<file path="src/rtl/muldiv_ctrl_if.sv">
// Bundle between the pipeline, the muldiv_ctrl sequencer and the Muldiv unit.
// The slave modport is the controller's view; the master modport is the view
// of whatever drives it (pipeline plus Muldiv unit, or a testbench).
interface muldiv_ctrl_if;
   // pipeline request side
   logic        req;
   logic [1:0]  op;
   logic [31:0] in_A;
   logic [31:0] in_B;
   logic        flush;
   logic        stall;
   logic        done;
   logic [31:0] result;
   logic        err;
   // Muldiv unit side
   logic        md_rst_n;
   logic        md_valid;
   logic        md_mode;
   logic [31:0] md_A;
   logic [31:0] md_B;
   logic        md_ready;
   logic [63:0] md_out;

   modport slave (
      input  req, op, in_A, in_B, flush, md_ready, md_out,
      output stall, done, result, err, md_rst_n, md_valid, md_mode, md_A, md_B
   );

   modport master (
      output req, op, in_A, in_B, flush, md_ready, md_out,
      input  stall, done, result, err, md_rst_n, md_valid, md_mode, md_A, md_B
   );
endinterface

</file>
<file path="src/rtl/muldiv_ctrl.sv">
// muldiv_ctrl: sequences one multi-cycle multiply/divide through an external
// Muldiv unit (clear, launch, wait for ready), handles divide-by-zero locally,
// aborts on timeout and on pipeline flush.
// Optional feature macro: MULDIV_CACHE_EN adds a single-entry result cache
// that lets a repeated operand pair complete without touching the Muldiv unit.
module muldiv_ctrl #(
   parameter int TIMEOUT_CYCLES = 63
) (
   input  logic          clk,
   input  logic          rst_n,
   muldiv_ctrl_if.slave  bus
);

   // counter is at least 6 bits and always wide enough for TIMEOUT_CYCLES
   localparam int CNT_W = ($clog2(TIMEOUT_CYCLES + 1) > 6) ? $clog2(TIMEOUT_CYCLES + 1) : 6;
   localparam logic [CNT_W-1:0] TO_LAST = CNT_W'(TIMEOUT_CYCLES - 1);

   typedef enum logic [2:0] {
      S_IDLE   = 3'd0,
      S_CLEAR  = 3'd1,
      S_LAUNCH = 3'd2,
      S_WAIT   = 3'd3,
      S_DONE   = 3'd4
   } state_t;

   // op[0] picks the high word: MULH -> product[63:32], REM -> {rem,quot}[63:32]
   function automatic logic [31:0] sel_word(input logic hi, input logic [63:0] d);
      return hi ? d[63:32] : d[31:0];
   endfunction

   // divide-by-zero answer: quotient all ones, remainder is the dividend
   function automatic logic [31:0] dz_word(input logic [1:0] op, input logic [31:0] a);
      return op[0] ? a : 32'hFFFF_FFFF;
   endfunction

   state_t            state_q, state_d;
   logic              stall_q, stall_d;
   logic              done_q, done_d;
   logic              err_q, err_d;
   logic [31:0]       result_q, result_d;
   logic              md_rst_n_q, md_rst_n_d;
   logic              md_valid_q, md_valid_d;
   logic              md_mode_q, md_mode_d;
   logic [31:0]       md_A_q, md_A_d;
   logic [31:0]       md_B_q, md_B_d;
   logic              sel_hi_q, sel_hi_d;
   logic [CNT_W-1:0]  cnt_q, cnt_d;

   logic              accept;
   logic              div_zero;
   logic              cache_hit;
   logic [63:0]       cache_word;
   logic              wait_ok;
   logic              wait_to;

   assign accept   = (state_q == S_IDLE) && bus.req && !bus.flush;
   assign div_zero = bus.op[1] && (bus.in_B == 32'd0);
   // flush has priority over a same-cycle md_ready or timeout
   assign wait_ok  = (state_q == S_WAIT) && !bus.flush && bus.md_ready;
   assign wait_to  = (state_q == S_WAIT) && !bus.flush && !bus.md_ready && (cnt_q == TO_LAST);

`ifdef MULDIV_CACHE_EN
   logic              cv_q;
   logic [31:0]       ca_q;
   logic [31:0]       cb_q;
   logic              cm_q;
   logic [63:0]       cd_q;

   assign cache_hit  = cv_q && (ca_q == bus.in_A) && (cb_q == bus.in_B) && (cm_q == bus.op[1]);
   assign cache_word = cd_q;

   // cache valid: set on a normal Muldiv completion, dropped on reset or timeout
   always_ff @(posedge clk or negedge rst_n) begin
      if (!rst_n) begin
         cv_q <= 1'b0;
      end else if (wait_to) begin
         cv_q <= 1'b0;
      end else if (wait_ok) begin
         cv_q <= 1'b1;
      end
   end

   // cache payload: key and full 64-bit result of the last completed op
   always_ff @(posedge clk) begin
      if (wait_ok) begin
         ca_q <= md_A_q;
         cb_q <= md_B_q;
         cm_q <= md_mode_q;
         cd_q <= bus.md_out;
      end
   end
`else
   assign cache_hit  = 1'b0;
   assign cache_word = 64'd0;
`endif

   // state register
   always_ff @(posedge clk or negedge rst_n) begin
      if (!rst_n) begin
         state_q <= S_IDLE;
      end else begin
         state_q <= state_d;
      end
   end

   // next-state logic
   always_comb begin
      state_d = state_q;
      case (state_q)
         S_IDLE: begin
            if (accept) begin
               state_d = (div_zero || cache_hit) ? S_DONE : S_CLEAR;
            end
         end
         S_CLEAR:  state_d = bus.flush ? S_IDLE : S_LAUNCH;
         S_LAUNCH: state_d = bus.flush ? S_IDLE : S_WAIT;
         S_WAIT: begin
            if (bus.flush) begin
               state_d = S_IDLE;
            end else if (wait_ok || wait_to) begin
               state_d = S_DONE;
            end
         end
         S_DONE:   state_d = S_IDLE;
         default:  state_d = S_IDLE;
      endcase
   end

   // next values of the registered outputs and operand latches
   always_comb begin
      stall_d    = (state_d == S_CLEAR) || (state_d == S_LAUNCH) || (state_d == S_WAIT);
      md_rst_n_d = (state_d != S_CLEAR);
      md_valid_d = (state_d == S_LAUNCH);
      done_d     = (state_d == S_DONE);
      err_d      = wait_to;
      result_d   = result_q;
      md_mode_d  = md_mode_q;
      md_A_d     = md_A_q;
      md_B_d     = md_B_q;
      sel_hi_d   = sel_hi_q;
      cnt_d      = ((state_q == S_WAIT) && (state_d == S_WAIT)) ? cnt_q + 1'b1 : '0;
      if (accept) begin
         md_mode_d = bus.op[1];
         md_A_d    = bus.in_A;
         md_B_d    = bus.in_B;
         sel_hi_d  = bus.op[0];
         if (div_zero) begin
            result_d = dz_word(bus.op, bus.in_A);
         end else if (cache_hit) begin
            result_d = sel_word(bus.op[0], cache_word);
         end
      end
      if (wait_ok) begin
         result_d = sel_word(sel_hi_q, bus.md_out);
      end
      if (wait_to) begin
         result_d = 32'd0;
      end
   end

   // registered outputs, operand latches and WAIT counter
   always_ff @(posedge clk or negedge rst_n) begin
      if (!rst_n) begin
         stall_q    <= 1'b0;
         done_q     <= 1'b0;
         err_q      <= 1'b0;
         result_q   <= 32'd0;
         md_rst_n_q <= 1'b0;
         md_valid_q <= 1'b0;
         md_mode_q  <= 1'b0;
         md_A_q     <= 32'd0;
         md_B_q     <= 32'd0;
         sel_hi_q   <= 1'b0;
         cnt_q      <= '0;
      end else begin
         stall_q    <= stall_d;
         done_q     <= done_d;
         err_q      <= err_d;
         result_q   <= result_d;
         md_rst_n_q <= md_rst_n_d;
         md_valid_q <= md_valid_d;
         md_mode_q  <= md_mode_d;
         md_A_q     <= md_A_d;
         md_B_q     <= md_B_d;
         sel_hi_q   <= sel_hi_d;
         cnt_q      <= cnt_d;
      end
   end

   assign bus.stall    = stall_q;
   assign bus.done     = done_q;
   assign bus.err      = err_q;
   assign bus.result   = result_q;
   assign bus.md_valid = md_valid_q;
   assign bus.md_mode  = md_mode_q;
   assign bus.md_A     = md_A_q;
   assign bus.md_B     = md_B_q;
   // a flush while busy must clear the Muldiv unit in the same cycle, so the
   // registered level is gated by flush (stall_q marks the busy states)
   assign bus.md_rst_n = md_rst_n_q && !(bus.flush && stall_q);

endmodule
</file>
<file path="src/flat_wrapper.sv">
// flat-port wrapper written by rule: the top's interface ports become plain ports
module muldiv_ctrl_flat 
#(
   parameter int TIMEOUT_CYCLES = 63
)
  (clk, rst_n, bus_req, bus_op, bus_in_A, bus_in_B, bus_flush, bus_md_ready, bus_md_out, bus_stall, bus_done, bus_result, bus_err, bus_md_rst_n, bus_md_valid, bus_md_mode, bus_md_A, bus_md_B);
  muldiv_ctrl_if bus_i ();
  input  logic clk;
  input  logic rst_n;
  input wire logic [$bits(bus_i.req)-1:0] bus_req;
  input wire logic [$bits(bus_i.op)-1:0] bus_op;
  input wire logic [$bits(bus_i.in_A)-1:0] bus_in_A;
  input wire logic [$bits(bus_i.in_B)-1:0] bus_in_B;
  input wire logic [$bits(bus_i.flush)-1:0] bus_flush;
  input wire logic [$bits(bus_i.md_ready)-1:0] bus_md_ready;
  input wire logic [$bits(bus_i.md_out)-1:0] bus_md_out;
  output wire logic [$bits(bus_i.stall)-1:0] bus_stall;
  output wire logic [$bits(bus_i.done)-1:0] bus_done;
  output wire logic [$bits(bus_i.result)-1:0] bus_result;
  output wire logic [$bits(bus_i.err)-1:0] bus_err;
  output wire logic [$bits(bus_i.md_rst_n)-1:0] bus_md_rst_n;
  output wire logic [$bits(bus_i.md_valid)-1:0] bus_md_valid;
  output wire logic [$bits(bus_i.md_mode)-1:0] bus_md_mode;
  output wire logic [$bits(bus_i.md_A)-1:0] bus_md_A;
  output wire logic [$bits(bus_i.md_B)-1:0] bus_md_B;
  assign bus_i.req = bus_req;
  assign bus_i.op = bus_op;
  assign bus_i.in_A = bus_in_A;
  assign bus_i.in_B = bus_in_B;
  assign bus_i.flush = bus_flush;
  assign bus_i.md_ready = bus_md_ready;
  assign bus_i.md_out = bus_md_out;
  assign bus_stall = bus_i.stall;
  assign bus_done = bus_i.done;
  assign bus_result = bus_i.result;
  assign bus_err = bus_i.err;
  assign bus_md_rst_n = bus_i.md_rst_n;
  assign bus_md_valid = bus_i.md_valid;
  assign bus_md_mode = bus_i.md_mode;
  assign bus_md_A = bus_i.md_A;
  assign bus_md_B = bus_i.md_B;
  muldiv_ctrl #(.TIMEOUT_CYCLES(TIMEOUT_CYCLES)) u_core (.clk(clk), .rst_n(rst_n), .bus(bus_i));
endmodule
</file>
<file path="config.mk">
export PLATFORM = sky130hd
export DESIGN_NAME = muldiv_ctrl_flat
export DESIGN_NICKNAME = d
export VERILOG_FILES = /design/src/rtl/muldiv_ctrl_if.sv /design/src/rtl/muldiv_ctrl.sv /design/src/flat_wrapper.sv
export SDC_FILE = /design/constraint.sdc
export NUM_CORES = 1
export LEC_CHECK = 0
export ABC_AREA = 1
export BUFFER_PORTS_ARGS = -buffer_cell sky130_fd_sc_hd__clkbuf_2
export CORE_ASPECT_RATIO = 0.5
export CORE_MARGIN = 2
export CORE_UTILIZATION = 48
export CTS_CLUSTER_SIZE = 14
export DETAILED_ROUTE_END_ITERATION = 8
export GPL_TIMING_DRIVEN = 0
export PLACE_DENSITY = 0.82
export SYNTH_ARGS = -nofsm -noshare
export SYNTH_HDL_FRONTEND = slang
export SYNTH_SLANG_ARGS = --single-unit
</file>
<file path="constraint.sdc">
create_clock -name clk -period 1.8 [get_ports clk]
set_input_delay 0.09 -clock clk [delete_from_list [all_inputs] [get_ports clk]]
set_output_delay 0.09 -clock clk [all_outputs]
set_load 0.05 [all_outputs]
</file>
## Yosys cells after proc, flatten, opt, wreduce, memory -nomap -nowiden

Cells that the tools add are included.

| storage, ports and cells | value |
|---|---|
| register bits after elaboration | 112 |
| latch bits | 0 |
| memory bits (writable) | 0 |
| bits in read-only memories | 0 |
| memories | 0 |

| cells by class | value |
|---|---|
| add/sub/neg operators | 1 |
| multipliers | 0 |
| divide/modulo/power cells | 0 |
| $lt $le $gt $ge | 0 |
| eq/ne operators | 9 |
| shift-type cells | 0 |
| multiplexer cells | 14 |
| bitwise operators | 0 |
| reductions and logical operators | 21 |

Operator list:

| operator | number |
|---|---|
| 2-to-1 mux 32 bit | 6 |
| logical NOT 32 bit | 1 |
| == test 3 x 2 -> 1 bit (second input constant) | 4 |
| 2-to-1 mux 3 bit | 4 |
| case mux 3 bit (4 select lines) | 1 |
| logical AND 1 bit | 10 |
| adder 6 x 1 -> 6 bit (second input constant) | 1 |
| == test 3 x 1 -> 1 bit (second input constant) | 2 |
| == test 6 bit (second input constant) | 1 |
| 2-to-1 mux 6 bit | 1 |
| nonzero test 3 bit | 2 |
| 2-to-1 mux 2 bit | 2 |
| == test 3 bit (second input constant) | 1 |
| logical NOT 1 bit | 3 |
| logical NOT 3 bit | 1 |
| logical OR 1 bit | 3 |
| inequality test 3 x 1 -> 1 bit (second input constant) | 1 |
| AND reduction 2 bit | 1 |

## Depth between registers and ports, before layout

| depth | value |
|---|---|
| depth in word-level cells | 11 |
| gate-level depth with buffers | 12 |

## Worst setup path after synthesis

OpenSTA, ideal clock, no wires.

| timing path | value |
|---|---|
| path type | register -> output |
| start | reg u_core.stall_q, in the netlist u_core.bus.stall |
| end | out bus_md_rst_n |
| arrival time | 1.763 ns |
| data required time | 1.710 ns |
| slack | -0.053 ns |
| cell stages (with the launch flop) | 2 |
| path through | dfrtp_1 -> a21boi_0 |

| between the ends | value |
|---|---|
| word-level cells in the longest chain between the ends | 3 |

RTL lines:

| what | RTL line | text |
|---|---|---|
| start, declared | muldiv_ctrl.sv:37 | `logic stall_q, stall_d;` |
| start signal, assigned | muldiv_ctrl.sv:176 | `stall_q <= stall_d;` |
| logical AND 1 bit | muldiv_ctrl.sv:200 | `assign bus.md_rst_n = md_rst_n_q && !(bus.flush && stall_q);` |
| logical NOT 1 bit | muldiv_ctrl.sv:200 |  |
| logical AND 1 bit | muldiv_ctrl.sv:200 |  |
| end, declared | flat_wrapper.sv:21 | `output wire logic [$bits(bus_i.md_rst_n)-1:0] bus_md_rst_n;` |

Every way passes these cells.

## Final worst setup path

| timing path | value |
|---|---|
| start | reg u_core.cnt_q[0] |
| end | reg u_core.result_q[13], in the netlist u_core.bus.result[13] |

| between the ends | value |
|---|---|
| word-level cells in the longest chain between the ends | 4 |
| elaborated cells on any way between the ends | 6 |
| classes of those cells | eq/ne: 1; mux: 1; reduce/logical: 4 |

RTL lines:

| what | RTL line | text |
|---|---|---|
| start, declared | muldiv_ctrl.sv:47 | `logic [CNT_W-1:0] cnt_q, cnt_d;` |
| start signal, assigned | muldiv_ctrl.sv:186 | `cnt_q <= cnt_d;` |
| == test 6 bit (*) | muldiv_ctrl.sv:60 | `assign wait_to = (state_q == S_WAIT) && !bus.flush && !bus.md_ready && (cnt_q == TO_LAST);` |
| logical AND 1 bit (*) | muldiv_ctrl.sv:60 |  |
| nonzero test 3 bit (no source line) | -- |  |
| AND reduction 2 bit (no source line) | -- |  |
| end signal, assigned | muldiv_ctrl.sv:179 | `result_q <= result_d;` |
| end, declared | muldiv_ctrl.sv:40 | `logic [31:0] result_q, result_d;` |

Every way passes the cells marked *; elsewhere a longest branch is shown, timed or not.
A chain may end at the register's enable or synchronous reset.

==> results.txt <==
Outcome: completed
Post-layout min period: 1.75 ns
Mapped Area: 5490 um^2
Most frequent cells in the layout: 295 x nand2_1, 240 x clkbuf_2, 112 x dfrtp_1
Hold WC Path Type: input port to flop
Peak VDD IR: 0.939 mV
Largest area contributor in the netlist: dfrtp_1
Die X: 155 um
Commonest non-fill, non-tap cell in the layout: nand2_1
Clock sinks: 112
CP arrival: 1.99 ns
GPL Wtd Cong: 0.834
I/O pins: 237
Maximum root-to-sink buffer count: 2
Cells on Worst Hold Path: 3
NumNets Final: 1152
Compound-cell area share of the yosys netlist: 0.0369
Overall routed net length: 18300 um
Switching Share: 0.537
Mux contribution to synthesized area: 0.0624
Largest family of logic cells by synthesized area: simple AND/OR/NAND/NOR gates
Clock Latency Late Sink: 0.36 ns
Post-Synth Simple-Gate Area: 0.319
LEAKAGE: 4.48 nW
GRT Util Overall: 0.290
Max-cap violations: 0
Overflow after GRT: 0
Initial Util: 0.496
Wirelength per Cell: 15.7 um
First DRT Iteration DRCs: 487
Hold Fails Final Rpt: 0
Final setup violation count: 0
Drt via density: 5.15
Max Clock Skew: 0.00881 ns
Final worst-path cycle share: 0.971
Worst hold slack: 0.00623 ns
Critical Path RT: 2.04 ns
Fmax: 572 MHz
Die area: 12400 um^2
Cell types occupying the most area after synthesis: dfrtp_1 51%, nand2_1 20%, nor2_1 6.4%
Switching power: 0.00758 W
First-pass DRT Iterations: 6
Worst-path clk slew: 0.08 ns
CTS Buf Count: 9
Post-Route M1 WL: 7550 um
Ys Warns: 0
Yosys reg bits: 112
Initial antenna violation count: 0
Post-DRT Antenna Nets: 0
Largest net degree at the start of global routing: 113
CTS root buffer: clkbuf_16
Crit path capture type: flop
Pint: 0.00653 W
Metal3 WL: 1120 um
Share of cells above drive strength 1: 0.315
R2R Path End: u_core.bus.result[13]
Max layer used: met4
Synth Area in XOR/XNOR: 0.00478
Post-synth top area share: 0.510
H-tree levels: 3
Post-Route Utilization: 0.705
Setup CP Type: flop to flop
Clock power frac: 0.145
I/O Buffers: 236
DR vias: 6005
Dpl hpwl: 12000 um
Core Region: 11100 um^2
Yosys cell types: 28
Crit path to: u_core.bus.result[13]
Clock tree from TritonCTS: done
Reg2Reg Depth: 11
Startpoint Class: flop
Core Rows: 27
Min-delay src: bus_in_A[24]
Met2 routed WL: 9040 um
Vias in the first global route: 5859
Layout Area Growth over Synthesis: 42.3%
R2r setup slk: 0.05 ns
Relative max-transition margin: 0.405
N_diodes: 0
Gate power share: 0.546
DRC viols: 0
Die Height: 79.6 um
Crit-path max FO: 10
Final Max Slew Viols: 0
First-pass GRT wire length: 28000 um
Seq/Total Area, Yosys: 0.510
PwrDens: 1810 nW/um^2
CP Launch Point: u_core.cnt_q[0]
Syn Inst Count: 705
Synth Area in Adders: 0.00456
Syn Area/Cell: 7.79 um^2
Syn nets: 842
Worst Tran Pin Value: 0.893 ns
Sequential power share: 0.309
Worst R2R Start: u_core.cnt_q[0]
## worst min-delay path by stage
stage | to | slack, ns
final | u_core.bus.md_A[24] | 0.006
after global routing | u_core.bus.md_B[0] | 0.02
after CTS | u_core.bus.md_B[22] | 0.003
after detailed placement | u_core.bus.md_B[10] | 0.28
after global placement | u_core.bus.md_B[3] | 0.31
after floorplan | u_core.bus.done | -0.21
## Yosys cell counts
library cell  number
nor2_1            94
dfrtp_1          112
nor2_2             1
or2_1              1
o21ai_0           32
buf_1              2
buf_4              3
buf_6              2
nor2_8             1
inv_2              3
a21boi_0           1
nor3b_1            1
xor2_1             2
nor3_1             1
nand4_1            3
mux2i_1           14
xnor2_1            1
nor2_4             2
ha_1               2
nand2_1          296
nand3_2            1
nand2_2            2
clkbuf_1          13
buf_2             19
nand3_1           36
inv_1             35
mux2_2            18
o21ai_1            7
## routing by layer
layer / up-vias / track usage
met5: - / 0
met3: 65 / 0.0581
met4: 0 / 0.127
met1: 2835 / 0.347
met2: 302 / 0.516
li1: 2803 / -
## per-stage QoR
stage / power [W] / TNS [ns] / setup slack, ns / std cells / instance area [um^2]
6_report: 0.0141 / 0 / 0.0531 / 1165 / 7810
5_1_grt: 0.0147 / -1.37 / -0.0748 / 1165 / 7810
4_1_cts: 0.0140 / 0 / 0.00689 / 1156 / 7710
3_5_place_dp: 0.0118 / 0 / 0.0139 / 1086 / 6860
3_3_place_gp: 0.0117 / -104.34 / -0.942 / 1086 / 6850
2_1_floorplan: 0.00984 / 0 / 0.318 / 705 / 5490
## power by group through the flow
stage	Sequential (W)	Clock (W)	Combinational [W]
5_1_grt	0.00445	0.00216	0.00812
3_3_place_gp	0.00429	0	0.00739
6_report	0.00436	0.00205	0.00770
3_5_place_dp	0.00432	0	0.00751
4_1_cts	0.00430	0.00206	0.00763
2_1_floorplan	0.00819	0	0.00165
## critical path: stages, from the launching register on
cell and delay [ns]:
dfrtp_1 0.41, inv_1 0.09, ha_1 0.17, nand4_1 0.11, nor2_1 0.12, nand2_1 0.09, clkbuf_4 0.20, buf_4 0.19
nand2_1 0.07, nor2_1 0.05, nand2_1 0.08, nand2_1 0.06
## flip-flops by register name, summed over array words and instances, names as in the netlist
register and cells:
u_core.bus.md_valid 1, u_core.md_rst_n_q 1, u_core.bus.err 1, u_core.bus.stall 1, u_core.state_q 3, u_core.bus.md_A 32
u_core.bus.done 1, u_core.bus.md_B 32, u_core.cnt_q 6, u_core.sel_hi_q 1, u_core.bus.md_mode 1, u_core.bus.result 32
## cell families (layout without fill, tap and decap cells)
logic type / Yosys count / in the layout
adder cells (fa/ha/maj): 2 / 2
buffers and inverters: 77 / 392
AND/OR/NAND/NOR: 439 / 439
multiplexers: 32 / 32
XOR/XNOR: 3 / 3
flip-flops: 112 / 112
AO/OA/AOI/OAI: 40 / 40
## area by class of cell
| class | count | area (um^2) |
|---|---|---|
| fillers | 843 | 3270 |
| flip-flops and latches | 112 | 2800 |
| multi-input cells | 516 | 2380 |
| repair buffers | 299 | 1800 |
| clock buffers | 10 | 229 |
| plain buffers | 39 | 216 |
| well taps | 145 | 181 |
| inverters | 38 | 143 |
| clock inverters | 6 | 66.3 |
## repair_timing
| action | 4_1_cts | 5_1_grt |
|---|---|---|
| setup buffers | 0 | 9 |
| pin swaps | 0 | 3 |
| hold buffers | 54 | 0 |
| gates resized for setup | 3 | 21 |
| setup endpoints to repair | 3 | 94 |
| hold endpoints to repair | 165 | 0 |
No activity file was read; power rests on OpenSTA's default activity.
